<file path="config.mk">
export PLATFORM = sky130hd
export DESIGN_NAME = lbm_sweep_scheduler_flat
export DESIGN_NICKNAME = d
export VERILOG_FILES = /design/src/rtl/lbm_sweep_scheduler_pkg.sv /design/src/rtl/lbm_sweep_scheduler_if.sv /design/src/rtl/lbm_sweep_scheduler_token_delay.sv /design/src/rtl/lbm_sweep_scheduler.sv /design/src/flat_wrapper.sv
export SDC_FILE = /design/constraint.sdc
export NUM_CORES = 1
export LEC_CHECK = 0
export BUFFER_PORTS_ARGS = -buffer_cell sky130_fd_sc_hd__buf_4
export CORE_MARGIN = 5
export CORE_UTILIZATION = 55
export CTS_BUF_LIST = sky130_fd_sc_hd__clkbuf_16
export DETAILED_ROUTE_END_ITERATION = 10
export PLACE_DENSITY = 0.74
export SYNTH_ARGS = -nofsm -noshare
export SYNTH_HDL_FRONTEND = slang
export SYNTH_SLANG_ARGS = --single-unit
</file>
<file path="constraint.sdc">
create_clock -name clk_in -period 4.85 [get_ports clk_in]
set_clock_uncertainty 0.15 [all_clocks]
set_input_delay 0.2425 -clock clk_in [delete_from_list [all_inputs] [get_ports clk_in]]
set_output_delay 0.2425 -clock clk_in [all_outputs]
set_load 0.01 [all_outputs]
</file>
<file path="src/rtl/lbm_sweep_scheduler_pkg.sv">
// Shared types and constants for the LBM timestep sequencer and the
// collider/streamer datapaths that sit beside it.
package lbm_pkg;

  // Sweep phase, also driven out as phase_out.
  typedef enum logic [1:0] {
    IDLE    = 2'd0,
    SETUP   = 2'd1,
    COLLIDE = 2'd2,
    STREAM  = 2'd3
  } phase_t;

  // D2Q9 direction indices within one BRAM word (9 x 8-bit distributions).
  localparam int N_DIR  = 9;
  localparam int DIR_C  = 0;
  localparam int DIR_E  = 1;
  localparam int DIR_N  = 2;
  localparam int DIR_W  = 3;
  localparam int DIR_S  = 4;
  localparam int DIR_NE = 5;
  localparam int DIR_NW = 6;
  localparam int DIR_SW = 7;
  localparam int DIR_SE = 8;
  localparam int DIST_W = 8;
  localparam int WORD_W = N_DIR * DIST_W;

endpackage

</file>
<file path="src/rtl/lbm_sweep_scheduler_if.sv">
// Control/BRAM-side signal bundle of the sweep scheduler.
// master: the scheduler itself; slave: LBM control + BRAM/datapath side.
interface lbm_sweep_scheduler_if #(
  parameter int ADDR_W = 15
);
  logic              start_in;
  logic              init_in;
  logic              stall_in;
  logic              rd_en_out;
  logic [ADDR_W-1:0] rd_addr_out;
  logic              wr_en_out;
  logic [ADDR_W-1:0] wr_addr_out;
  logic              init_wr_out;
  logic              collide_valid_out;
  logic              stream_valid_out;
  logic [1:0]        phase_out;
  logic              busy_out;
  logic              step_done_out;
  logic [15:0]       step_count_out;

  modport master (
    input  start_in, init_in, stall_in,
    output rd_en_out, rd_addr_out, wr_en_out, wr_addr_out, init_wr_out,
           collide_valid_out, stream_valid_out, phase_out, busy_out,
           step_done_out, step_count_out
  );

  modport slave (
    output start_in, init_in, stall_in,
    input  rd_en_out, rd_addr_out, wr_en_out, wr_addr_out, init_wr_out,
           collide_valid_out, stream_valid_out, phase_out, busy_out,
           step_done_out, step_count_out
  );
endinterface

</file>
<file path="src/rtl/lbm_sweep_scheduler_token_delay.sv">
// Shift register of issue tokens {collide_vld, stream_vld, addr}.
// Stage i holds a token of age i+1. The read tap exposes only the two
// valid bits (they are the registered data-valid strobes); the mid and
// full-depth taps carry whole tokens for the per-phase write-back mux.
module lbm_token_delay #(
  parameter int W       = 4,
  parameter int DEPTH   = 2,
  parameter int RD_TAP  = 1,
  parameter int MID_TAP = 1
) (
  input  logic         clk_i,
  input  logic         rst_i,
  input  logic         clr_i,
  input  logic [W-1:0] tok_i,
  output logic [1:0]   rd_vld_o,
  output logic [W-1:0] mid_o,
  output logic [W-1:0] out_o
);

  logic [W-1:0] tok_q [DEPTH];

  // Advance tokens one stage per cycle; clr_i drops everything at a phase change.
  always_ff @(posedge clk_i or posedge rst_i) begin
    if (rst_i) begin
      for (int i = 0; i < DEPTH; i++) tok_q[i] <= '0;
    end else if (clr_i) begin
      for (int i = 0; i < DEPTH; i++) tok_q[i] <= '0;
    end else begin
      tok_q[0] <= tok_i;
      for (int i = 1; i < DEPTH; i++) tok_q[i] <= tok_q[i-1];
    end
  end

  assign rd_vld_o = tok_q[RD_TAP-1][W-1 -: 2];
  assign mid_o    = tok_q[MID_TAP-1];
  assign out_o    = tok_q[DEPTH-1];

endmodule

</file>
<file path="src/rtl/lbm_sweep_scheduler.sv">
// Sequences one LBM timestep: optional SETUP sweep, then COLLIDE and
// STREAM sweeps over the distribution BRAM, with read issue, data-valid
// strobes and delayed write-back addresses.
module lbm_sweep_scheduler
  import lbm_pkg::*;
#(
  parameter int BRAM_DEPTH      = 31570,
  parameter int READ_LATENCY    = 2,
  parameter int COLLIDE_LATENCY = 4,
  parameter int STREAM_LATENCY  = 1,
  parameter int ADDR_W          = $clog2(BRAM_DEPTH)
) (
  input  logic                  clk_in,
  input  logic                  rst_in,
  lbm_sweep_scheduler_if.master bus
);

  localparam int CL_D  = READ_LATENCY + COLLIDE_LATENCY;
  localparam int SL_D  = READ_LATENCY + STREAM_LATENCY;
  localparam int MAX_D = (CL_D > SL_D) ? CL_D : SL_D;
  localparam int MID_D = (CL_D > SL_D) ? SL_D : CL_D;
  localparam int TOK_W = ADDR_W + 2;
  localparam logic [ADDR_W-1:0] LAST_ADDR = ADDR_W'(BRAM_DEPTH - 1);

  phase_t            state_q, state_d;
  logic [ADDR_W-1:0] cnt_q, cnt_d;
  logic              issued_q, issued_d;
  logic              done_q, done_d;
  logic [15:0]       step_cnt_q, step_cnt_d;

  logic              setup_wr, rd_issue, flush;
  logic              wr_vld, last_wr;
  logic [TOK_W-1:0]  tok_in, tok_mid, tok_out, wr_tok;
  logic [1:0]        rd_vld;

  lbm_token_delay #(
    .W       (TOK_W),
    .DEPTH   (MAX_D),
    .RD_TAP  (READ_LATENCY),
    .MID_TAP (MID_D)
  ) u_delay (
    .clk_i    (clk_in),
    .rst_i    (rst_in),
    .clr_i    (flush),
    .tok_i    (tok_in),
    .rd_vld_o (rd_vld),
    .mid_o    (tok_mid),
    .out_o    (tok_out)
  );

  // Issue decode and write-back tap selection for the active phase.
  always_comb begin
    setup_wr = (state_q == SETUP);
    rd_issue = ((state_q == COLLIDE) || (state_q == STREAM)) &&
               !issued_q && !bus.stall_in;
    tok_in   = {rd_issue && (state_q == COLLIDE),
                rd_issue && (state_q == STREAM),
                rd_issue ? cnt_q : {ADDR_W{1'b0}}};
    if (state_q == COLLIDE) wr_tok = (CL_D == MAX_D) ? tok_out : tok_mid;
    else                    wr_tok = (SL_D == MAX_D) ? tok_out : tok_mid;
    wr_vld   = wr_tok[TOK_W-1] | wr_tok[TOK_W-2];
    // Writes retire in issue order, so the last address marks the drained line.
    last_wr  = wr_vld && (wr_tok[ADDR_W-1:0] == LAST_ADDR);
  end

  // Phase sequencing, address counter and step bookkeeping.
  always_comb begin
    state_d    = state_q;
    cnt_d      = cnt_q;
    issued_d   = issued_q;
    done_d     = 1'b0;
    step_cnt_d = step_cnt_q;
    flush      = 1'b0;
    case (state_q)
      IDLE: begin
        if (bus.start_in) begin
          state_d  = bus.init_in ? SETUP : COLLIDE;
          cnt_d    = '0;
          issued_d = 1'b0;
        end
      end
      SETUP: begin
        if (cnt_q == LAST_ADDR) begin
          state_d = COLLIDE;
          cnt_d   = '0;
        end else begin
          cnt_d = cnt_q + ADDR_W'(1);
        end
      end
      COLLIDE, STREAM: begin
        if (rd_issue) begin
          if (cnt_q == LAST_ADDR) begin
            issued_d = 1'b1;
            cnt_d    = '0;
          end else begin
            cnt_d = cnt_q + ADDR_W'(1);
          end
        end
        if (last_wr) begin
          issued_d = 1'b0;
          cnt_d    = '0;
          flush    = 1'b1;
          if (state_q == COLLIDE) begin
            state_d = STREAM;
          end else begin
            state_d    = IDLE;
            done_d     = 1'b1;
            step_cnt_d = step_cnt_q + 16'd1;
          end
        end
      end
      default: state_d = IDLE;
    endcase
  end

  // Control state registers; reset discards the sweep in progress.
  always_ff @(posedge clk_in or posedge rst_in) begin
    if (rst_in) begin
      state_q    <= IDLE;
      cnt_q      <= '0;
      issued_q   <= 1'b0;
      done_q     <= 1'b0;
      step_cnt_q <= '0;
    end else begin
      state_q    <= state_d;
      cnt_q      <= cnt_d;
      issued_q   <= issued_d;
      done_q     <= done_d;
      step_cnt_q <= step_cnt_d;
    end
  end

  assign bus.rd_en_out         = rd_issue;
  assign bus.rd_addr_out       = rd_issue ? cnt_q : '0;
  assign bus.wr_en_out         = setup_wr | wr_vld;
  assign bus.wr_addr_out       = setup_wr ? cnt_q :
                                 (wr_vld ? wr_tok[ADDR_W-1:0] : '0);
  assign bus.init_wr_out       = setup_wr;
  assign bus.collide_valid_out = rd_vld[1];
  assign bus.stream_valid_out  = rd_vld[0];
  assign bus.phase_out         = state_q;
  assign bus.busy_out          = (state_q != IDLE);
  assign bus.step_done_out     = done_q;
  assign bus.step_count_out    = step_cnt_q;

endmodule
</file>
<file path="src/flat_wrapper.sv">
// flat-port wrapper written by rule: the top's interface ports become plain ports
module lbm_sweep_scheduler_flat import lbm_pkg::*;
#(
  parameter int BRAM_DEPTH      = 31570,
  parameter int READ_LATENCY    = 2,
  parameter int COLLIDE_LATENCY = 4,
  parameter int STREAM_LATENCY  = 1,
  parameter int ADDR_W          = $clog2(BRAM_DEPTH)
)
  (clk_in, rst_in, bus_start_in, bus_init_in, bus_stall_in, bus_rd_en_out, bus_rd_addr_out, bus_wr_en_out, bus_wr_addr_out, bus_init_wr_out, bus_collide_valid_out, bus_stream_valid_out, bus_phase_out, bus_busy_out, bus_step_done_out, bus_step_count_out);
  lbm_sweep_scheduler_if #(.ADDR_W(ADDR_W)) bus_i ();
  input  logic clk_in;
  input  logic rst_in;
  input wire logic [$bits(bus_i.start_in)-1:0] bus_start_in;
  input wire logic [$bits(bus_i.init_in)-1:0] bus_init_in;
  input wire logic [$bits(bus_i.stall_in)-1:0] bus_stall_in;
  output wire logic [$bits(bus_i.rd_en_out)-1:0] bus_rd_en_out;
  output wire logic [$bits(bus_i.rd_addr_out)-1:0] bus_rd_addr_out;
  output wire logic [$bits(bus_i.wr_en_out)-1:0] bus_wr_en_out;
  output wire logic [$bits(bus_i.wr_addr_out)-1:0] bus_wr_addr_out;
  output wire logic [$bits(bus_i.init_wr_out)-1:0] bus_init_wr_out;
  output wire logic [$bits(bus_i.collide_valid_out)-1:0] bus_collide_valid_out;
  output wire logic [$bits(bus_i.stream_valid_out)-1:0] bus_stream_valid_out;
  output wire logic [$bits(bus_i.phase_out)-1:0] bus_phase_out;
  output wire logic [$bits(bus_i.busy_out)-1:0] bus_busy_out;
  output wire logic [$bits(bus_i.step_done_out)-1:0] bus_step_done_out;
  output wire logic [$bits(bus_i.step_count_out)-1:0] bus_step_count_out;
  assign bus_i.start_in = bus_start_in;
  assign bus_i.init_in = bus_init_in;
  assign bus_i.stall_in = bus_stall_in;
  assign bus_rd_en_out = bus_i.rd_en_out;
  assign bus_rd_addr_out = bus_i.rd_addr_out;
  assign bus_wr_en_out = bus_i.wr_en_out;
  assign bus_wr_addr_out = bus_i.wr_addr_out;
  assign bus_init_wr_out = bus_i.init_wr_out;
  assign bus_collide_valid_out = bus_i.collide_valid_out;
  assign bus_stream_valid_out = bus_i.stream_valid_out;
  assign bus_phase_out = bus_i.phase_out;
  assign bus_busy_out = bus_i.busy_out;
  assign bus_step_done_out = bus_i.step_done_out;
  assign bus_step_count_out = bus_i.step_count_out;
  lbm_sweep_scheduler #(.BRAM_DEPTH(BRAM_DEPTH), .READ_LATENCY(READ_LATENCY), .COLLIDE_LATENCY(COLLIDE_LATENCY), .STREAM_LATENCY(STREAM_LATENCY), .ADDR_W(ADDR_W)) u_core (.clk_in(clk_in), .rst_in(rst_in), .bus(bus_i));
endmodule
</file>
Word-level counts from Yosys, hierarchy flattened
Cells that the tools add are included.
{"block": "totals", "ff_bits": 137, "latch_bits": 0, "ram_bits": 0, "romBits": 0, "input_bits": 5, "output_inout_bits": 55, "word_cells": 68, "n_memories": 0}
{"block": "classes", "add_sub_neg": 2, "n_mul": 0, "n_div": 0, "order_cmp": 0, "n_eq_ne": 10, "shift": 0, "muxes": 26, "bitwise": 3, "n_reduce_logical": 16}
{"operator": "$mux 15", "n": 7}
{"operator": "$mux 102", "n": 1}
{"operator": "$pmux 15 s3", "n": 1}
{"operator": "$eq 15x15->1 const B", "n": 2}
{"operator": "$mux 17", "n": 1}
{"operator": "$add 16x1->16 const B", "n": 1}
{"operator": "$add 15x1->15 const B", "n": 1}
{"operator": "$mux 2", "n": 5}
{"operator": "$mux 1", "n": 9}
{"operator": "$ne 3x1->1 const B", "n": 2}
{"operator": "$pmux 2 s3", "n": 1}
{"operator": "$reduce_and 3->1", "n": 2}
{"operator": "$logic_and 1x1->1", "n": 5}
{"operator": "$eq 2x2->1 const B", "n": 2}
{"operator": "$ne 2x2->1 const B", "n": 2}
{"operator": "$reduce_and 4->1", "n": 1}
{"operator": "$reduce_bool 2->1", "n": 2}
{"operator": "$eq 2x1->1 const B", "n": 1}
{"operator": "$logic_not 1->1", "n": 2}
{"operator": "$logic_not 2->1", "n": 1}
{"operator": "$ne 2x1->1 const B", "n": 1}
{"operator": "$or 1x1->1", "n": 2}
{"operator": "$pmux 1 s2", "n": 1}
{"operator": "$reduce_and 2->1", "n": 1}
{"operator": "3 further kinds", "n": 3}

Logic depth before layout (Yosys ltp)
{"block": "logic_depth", "word_depth": 7, "mapped_depth": 9, "mapped_depth_nobuf": 8}

By module
From an unflattened synthesis, not the netlist that was laid out.
{"block": "unflattened", "hier_cells": 556, "hier_area_um2": 6167.2}
{"module": "lbm_token_delay", "n_inst": 1, "cells_each": 252, "area_each_um2": 3525.9, "seq_area_each_um2": 2552.4}
{"module": "lbm_sweep_scheduler", "n_inst": 1, "cells_each": 304, "area_each_um2": 2641.3, "seq_area_each_um2": 875.8}

Worst setup path before layout
Ideal clock, no wire load.
{"block": "synth_path", "kind": "register to register", "from": "register u_core.state_q[0] (netlist: u_core.bus.phase_out[0])", "to": "register u_core.cnt_q[7]", "setup_time_ps": 121, "arrival_time_ps": 2524, "required_ps": 4579, "path_slack_ps": 2055, "path_stages_with_launch": 10, "n_path_buf": 1, "period_less_slack_ps": 2795, "cell_sequence": "dfrtp_1 -> inv_1 -> ha_1 -> or4_4 -> nor4_4 -> o211ai_1 -> o211ai_2 -> buf_6 -> o21ai_1 -> a22o_1"}
{"block": "synth_via", "elab_chain_len": 6, "word_cells_on_any_way": 17, "classes_between": "eq/ne: 6; mux: 3; bitwise: 1; reduce/logical: 7"}
{"item": "start: declaration", "line_no": "lbm_sweep_scheduler.sv:25", "text": "phase_t state_q, state_d;"}
{"item": "start signal: assignment", "line_no": "lbm_sweep_scheduler.sv:125", "text": "state_q <= state_d;"}
{"item": "$eq 2x2->1 (on tied branches)", "line_no": "lbm_sweep_scheduler.sv:54, lbm_sweep_scheduler.sv:59, lbm_sweep_scheduler.sv:74"}
{"item": "$mux 17 or $logic_or 1x1->1 (tied branches)", "line_no": "lbm_sweep_scheduler.sv:59, lbm_sweep_scheduler.sv:54"}
{"item": "$eq 15x15->1 (tied with other cells)", "line_no": "lbm_sweep_scheduler.sv:63", "text": "last_wr = wr_vld && (wr_tok[ADDR_W-1:0] == LAST_ADDR);"}
{"item": "$logic_and 1x1->1 (on tied branches)", "line_no": "lbm_sweep_scheduler.sv:63, lbm_sweep_scheduler.sv:55"}
{"item": "$mux 15 or $ne 3x1->1 (tied branches)"}
{"item": "$pmux 15 s3 or $reduce_and 2->1 (tied branches)"}
{"item": "end signal: assignment", "line_no": "lbm_sweep_scheduler.sv:126", "text": "cnt_q <= cnt_d;"}
{"item": "end: declaration", "line_no": "lbm_sweep_scheduler.sv:26", "text": "logic [ADDR_W-1:0] cnt_q, cnt_d;"}
Several ways; a longest one is shown, not always the timed one.
A chain may end at the register's enable or synchronous reset.

Worst setup path after layout
{"block": "layout_path", "from": "register u_core.state_q[0] (netlist: u_core.bus.phase_out[0])", "to": "register u_core.cnt_q[4]"}
The elaborated chain is that of the path after synthesis.

==> flow_metrics.tcl <==
set metrics [dict create \
    worstSetupEndpoint "u_core.cnt_q[4]" \
    grt_max_degree 87 \
    drc 0 \
    regToRegStartpoint "u_core.bus.phase_out[0]" \
    cp_slowest_cell "a31oi_2" \
    core_sq_um 10300 \
    crit_fanout 23 \
    finalSetupViolCount 0 \
    syn_avg_cell_area_sq_um 11.6 \
    gr-usage-all-layers_pct 20.4 \
    hold_slack_ns 0.0845 \
    period_minus_slack_ns 3.72 \
    clkPwrFrac_pct 46.0 \
    ys_ff_latch 137 \
    path_cells "inv_1, ha_1, buf_4, or4_4, nor4_4, o21ai_2, a31oi_2, nand2b_1, o31ai_1" \
    async_flop_share_pct 100 \
    p_sw_share_pct 23.0 \
    ys_top_cells_by_count "dfrtp_1 (137), and2_1 (85), nand2_1 (35)" \
    start_util_pct 56.3 \
    final_antenna_net_count 0 \
    ys_warn_count 0 \
    combPwrFrac_pct 8.3 \
    intPower_w 0.00219 \
    seq_area_frac_synth_pct 59.0 \
    path_depth 9 \
    grt_overflow_total 0 \
    ir_drop_mv 0.218 \
    max_freq_ghz 0.269 \
    synth.most_common_cell "dfrtp_1" \
    worstPathArrival_ns 3.89 \
    max_stage_delay_ns 0.61 \
    rr_endpoint "u_core.cnt_q[4]" \
    p_switching_w 0.000654 \
    ios 60 \
    fin_util_pct 67.6 \
    clockRootBuffer "clkbuf_16" \
    crit_family "simple AND/OR/NAND/NOR gates" \
    gp_congestion 0.816 \
    wl_per_cell_microns 17.1 \
    leakagePower_nw 3.39 \
    die_area_sq_um 12700 \
    fin_crit_sh_pct 76.7 \
    vias 3932 \
    syn_to_final_growth_pct 20.1 \
    cts_setup_buffers 0 \
    final-hold-violation-count 0 \
    cts_tree "done" \
    r2r_setup_slack_ns 1.13 \
    worst_setup_path_start_kind "flip-flop" \
    netlist_area_sq_um 5810 \
    drt-total-wl_microns 12100 \
    placedCellCount 674 \
    crit_required_ns 5.02 \
    dp_hpwl_microns 8070 \
    seq_power_share_pct 45.7 \
    portBuffers 59 \
    die_width_microns 113 \
    nNetsFinal 574 \
    syn_nets 515 \
    path_class "reg -> reg" \
    via_per_inst 5.55 \
    maxSlewHeadroom_pct 29.2 \
    final_max_slew_viol_count 0 \
    cts_max_level 4 \
    maxCapViolations 0 \
    synth_top_area_cell "dfrtp_1" \
    clock_sinks 137 \
    crit_start "u_core.bus.phase_out[0]" \
    tns_ns 0 \
    rows 37 \
    yosysTopAreaCellShare_pct 59.0 \
    die_h_microns 113 \
    grt_pass1_vias 3944 \
    drt_iter0_markers 258 \
    synth_ff_type "dfrtp_1" \
    grt_pass1_wl_microns 20200 \
    synth_edf_count 0 \
    powerDensity_nw_per_um2 408 \
    final_cells 708 \
    clock_latency_ns 0.41 \
    synthDistinctLibCells 54 \
    r2r_cells 9 \
    status "completed" \
    dr.pass1.iters 5 \
    rsz0062_at_grt "false" \
    clk_path_buf_depth 2 \
    critical_path_buf_inv_count 2 \
    diodes 0 \
    hp-class "in -> reg" \
    antenna_found_initial 0 \
    crit_path_end_kind "flip-flop" \
    whs_path_depth 4 \
    max_slew.worst_pin.slew_ns 1.06 \
    ctsResizeCount 0 \
    synthTopCellsByArea "dfrtp_1 (59%), and2_1 (9.2%), and3_1 (3.6%), mux2i_1 (2.8%), nand2_1 (2.3%)" \
    numCtsBuffers 17 \
    syn_inst 500 \
    path_clk_slew_ns 0.06 \
    drive_above_1_share_pct 19.2 \
]
-- worst min-delay path, delay by kind of cell --
kind / cells / cell delay (ns)
buf+inv: 2 / 0.18
compound gates: 1 / 0.09
simple gates: 1 / 0.08
-- sequential cells by signal, indices dropped and copies added (netlist names) --
| register | flops |
|---|---|
| u_core.u_delay.tok_q | 66 |
| u_core.u_delay.mid_o | 17 |
| u_core.u_delay.out_o | 17 |
| u_core.bus.step_count_out | 16 |
| u_core.cnt_q | 15 |
| u_core.bus.phase_out | 2 |
| u_core.u_delay.rd_vld_o | 2 |
| u_core.bus.step_done_out | 1 |
| u_core.issued_q | 1 |
-- how the worst min path moves through the flow --
stage / from / to / slack [ns]
global route: bus_stall_in / u_core.issued_q / 0.08
CTS: bus_stall_in / u_core.issued_q / 0.05
floorplan: u_core.u_delay.tok_q[68] / u_core.u_delay.mid_o[0] / 0.28
detailed placement: u_core.u_delay.tok_q[80] / u_core.u_delay.mid_o[12] / 0.28
global placement: u_core.u_delay.tok_q[28] / u_core.u_delay.out_o[11] / 0.28
finish: bus_start_in / u_core.issued_q / 0.08
-- layer usage --
metal / up-vias / part of all wire [%] / track usage (%)
li1: 1846 / - / -
met1: 1931 / 46 / 28.7
met2: 133 / 47 / 31.2
met3: 22 / 5.2 / 5.35
met4: 0 / 1.7 / 6.41
met5: - / 0 / 0
-- power groups by stage --
| stage | Clock, W | Combinational [W] | Sequential (W) |
|---|---|---|---|
| 2_1_floorplan | 0 | 0.000170 | 0.00129 |
| 3_3_place_gp | 0 | 0.000226 | 0.00132 |
| 3_5_place_dp | 0 | 0.000234 | 0.00132 |
| 4_1_cts | 0.00133 | 0.000238 | 0.00130 |
| 5_1_grt | 0.00139 | 0.000261 | 0.00131 |
| 6_report | 0.00131 | 0.000236 | 0.00130 |
-- final cells by class --
class                           count  area (sq um)
Sequential cell                   137          3430
Fill cell                         777          3350
Multi-Input combinational cell    324          2220
Timing Repair Buffer               65           493
Clock buffer                       17           425
Clock inverter                     15           184
Tap cell                          136           170
Inverter                           14          55.1
-- repair_timing --
| action | in CTS | in global routing |
|---|---|---|
| hold endpoints to repair | 83 | 0 |
| hold buffers | 2 | 0 |
| setup endpoints to repair | 0 | 0 |
-- cells by family after synthesis --
kind of cell	count (synthesis)	share of synthesized area (%)
simple gates	222	22.9
flops	137	59.0
buf+inv	39	2.82
xor+xnor	15	2.26
fa+ha+maj	10	2.15
compound gates	57	7.32
mux	20	3.53
-- stage by stage --
stage,power (W),setup slack (ns),instance area [sq um]
finish,0.00285,1.13,6980
global route,0.00296,0.890,6980
CTS,0.00287,1.14,6980
detailed placement,0.00155,1.18,6350
global placement,0.00154,1.32,6350
floorplan,0.00146,0.790,5810
-- layout by cell type, fill, tap and decap left out, drive strengths merged, types with 6 or more instances in the layout --
cell,netlist,final
clkinv,0,9
o31ai,16,16
o21ai,14,14
dfrtp,137,137
clkbuf,17,17
nor3,13,13
mux2i,16,16
nand3,12,12
buf,8,63
nand2,35,35
nor4,8,8
a22o,9,9
and3,33,33
xor2,6,6
xnor2,9,9
inv,14,15
and2,85,85
ha,10,10
nor2,14,14
Note: power is estimated with default switching activity, not from simulation.
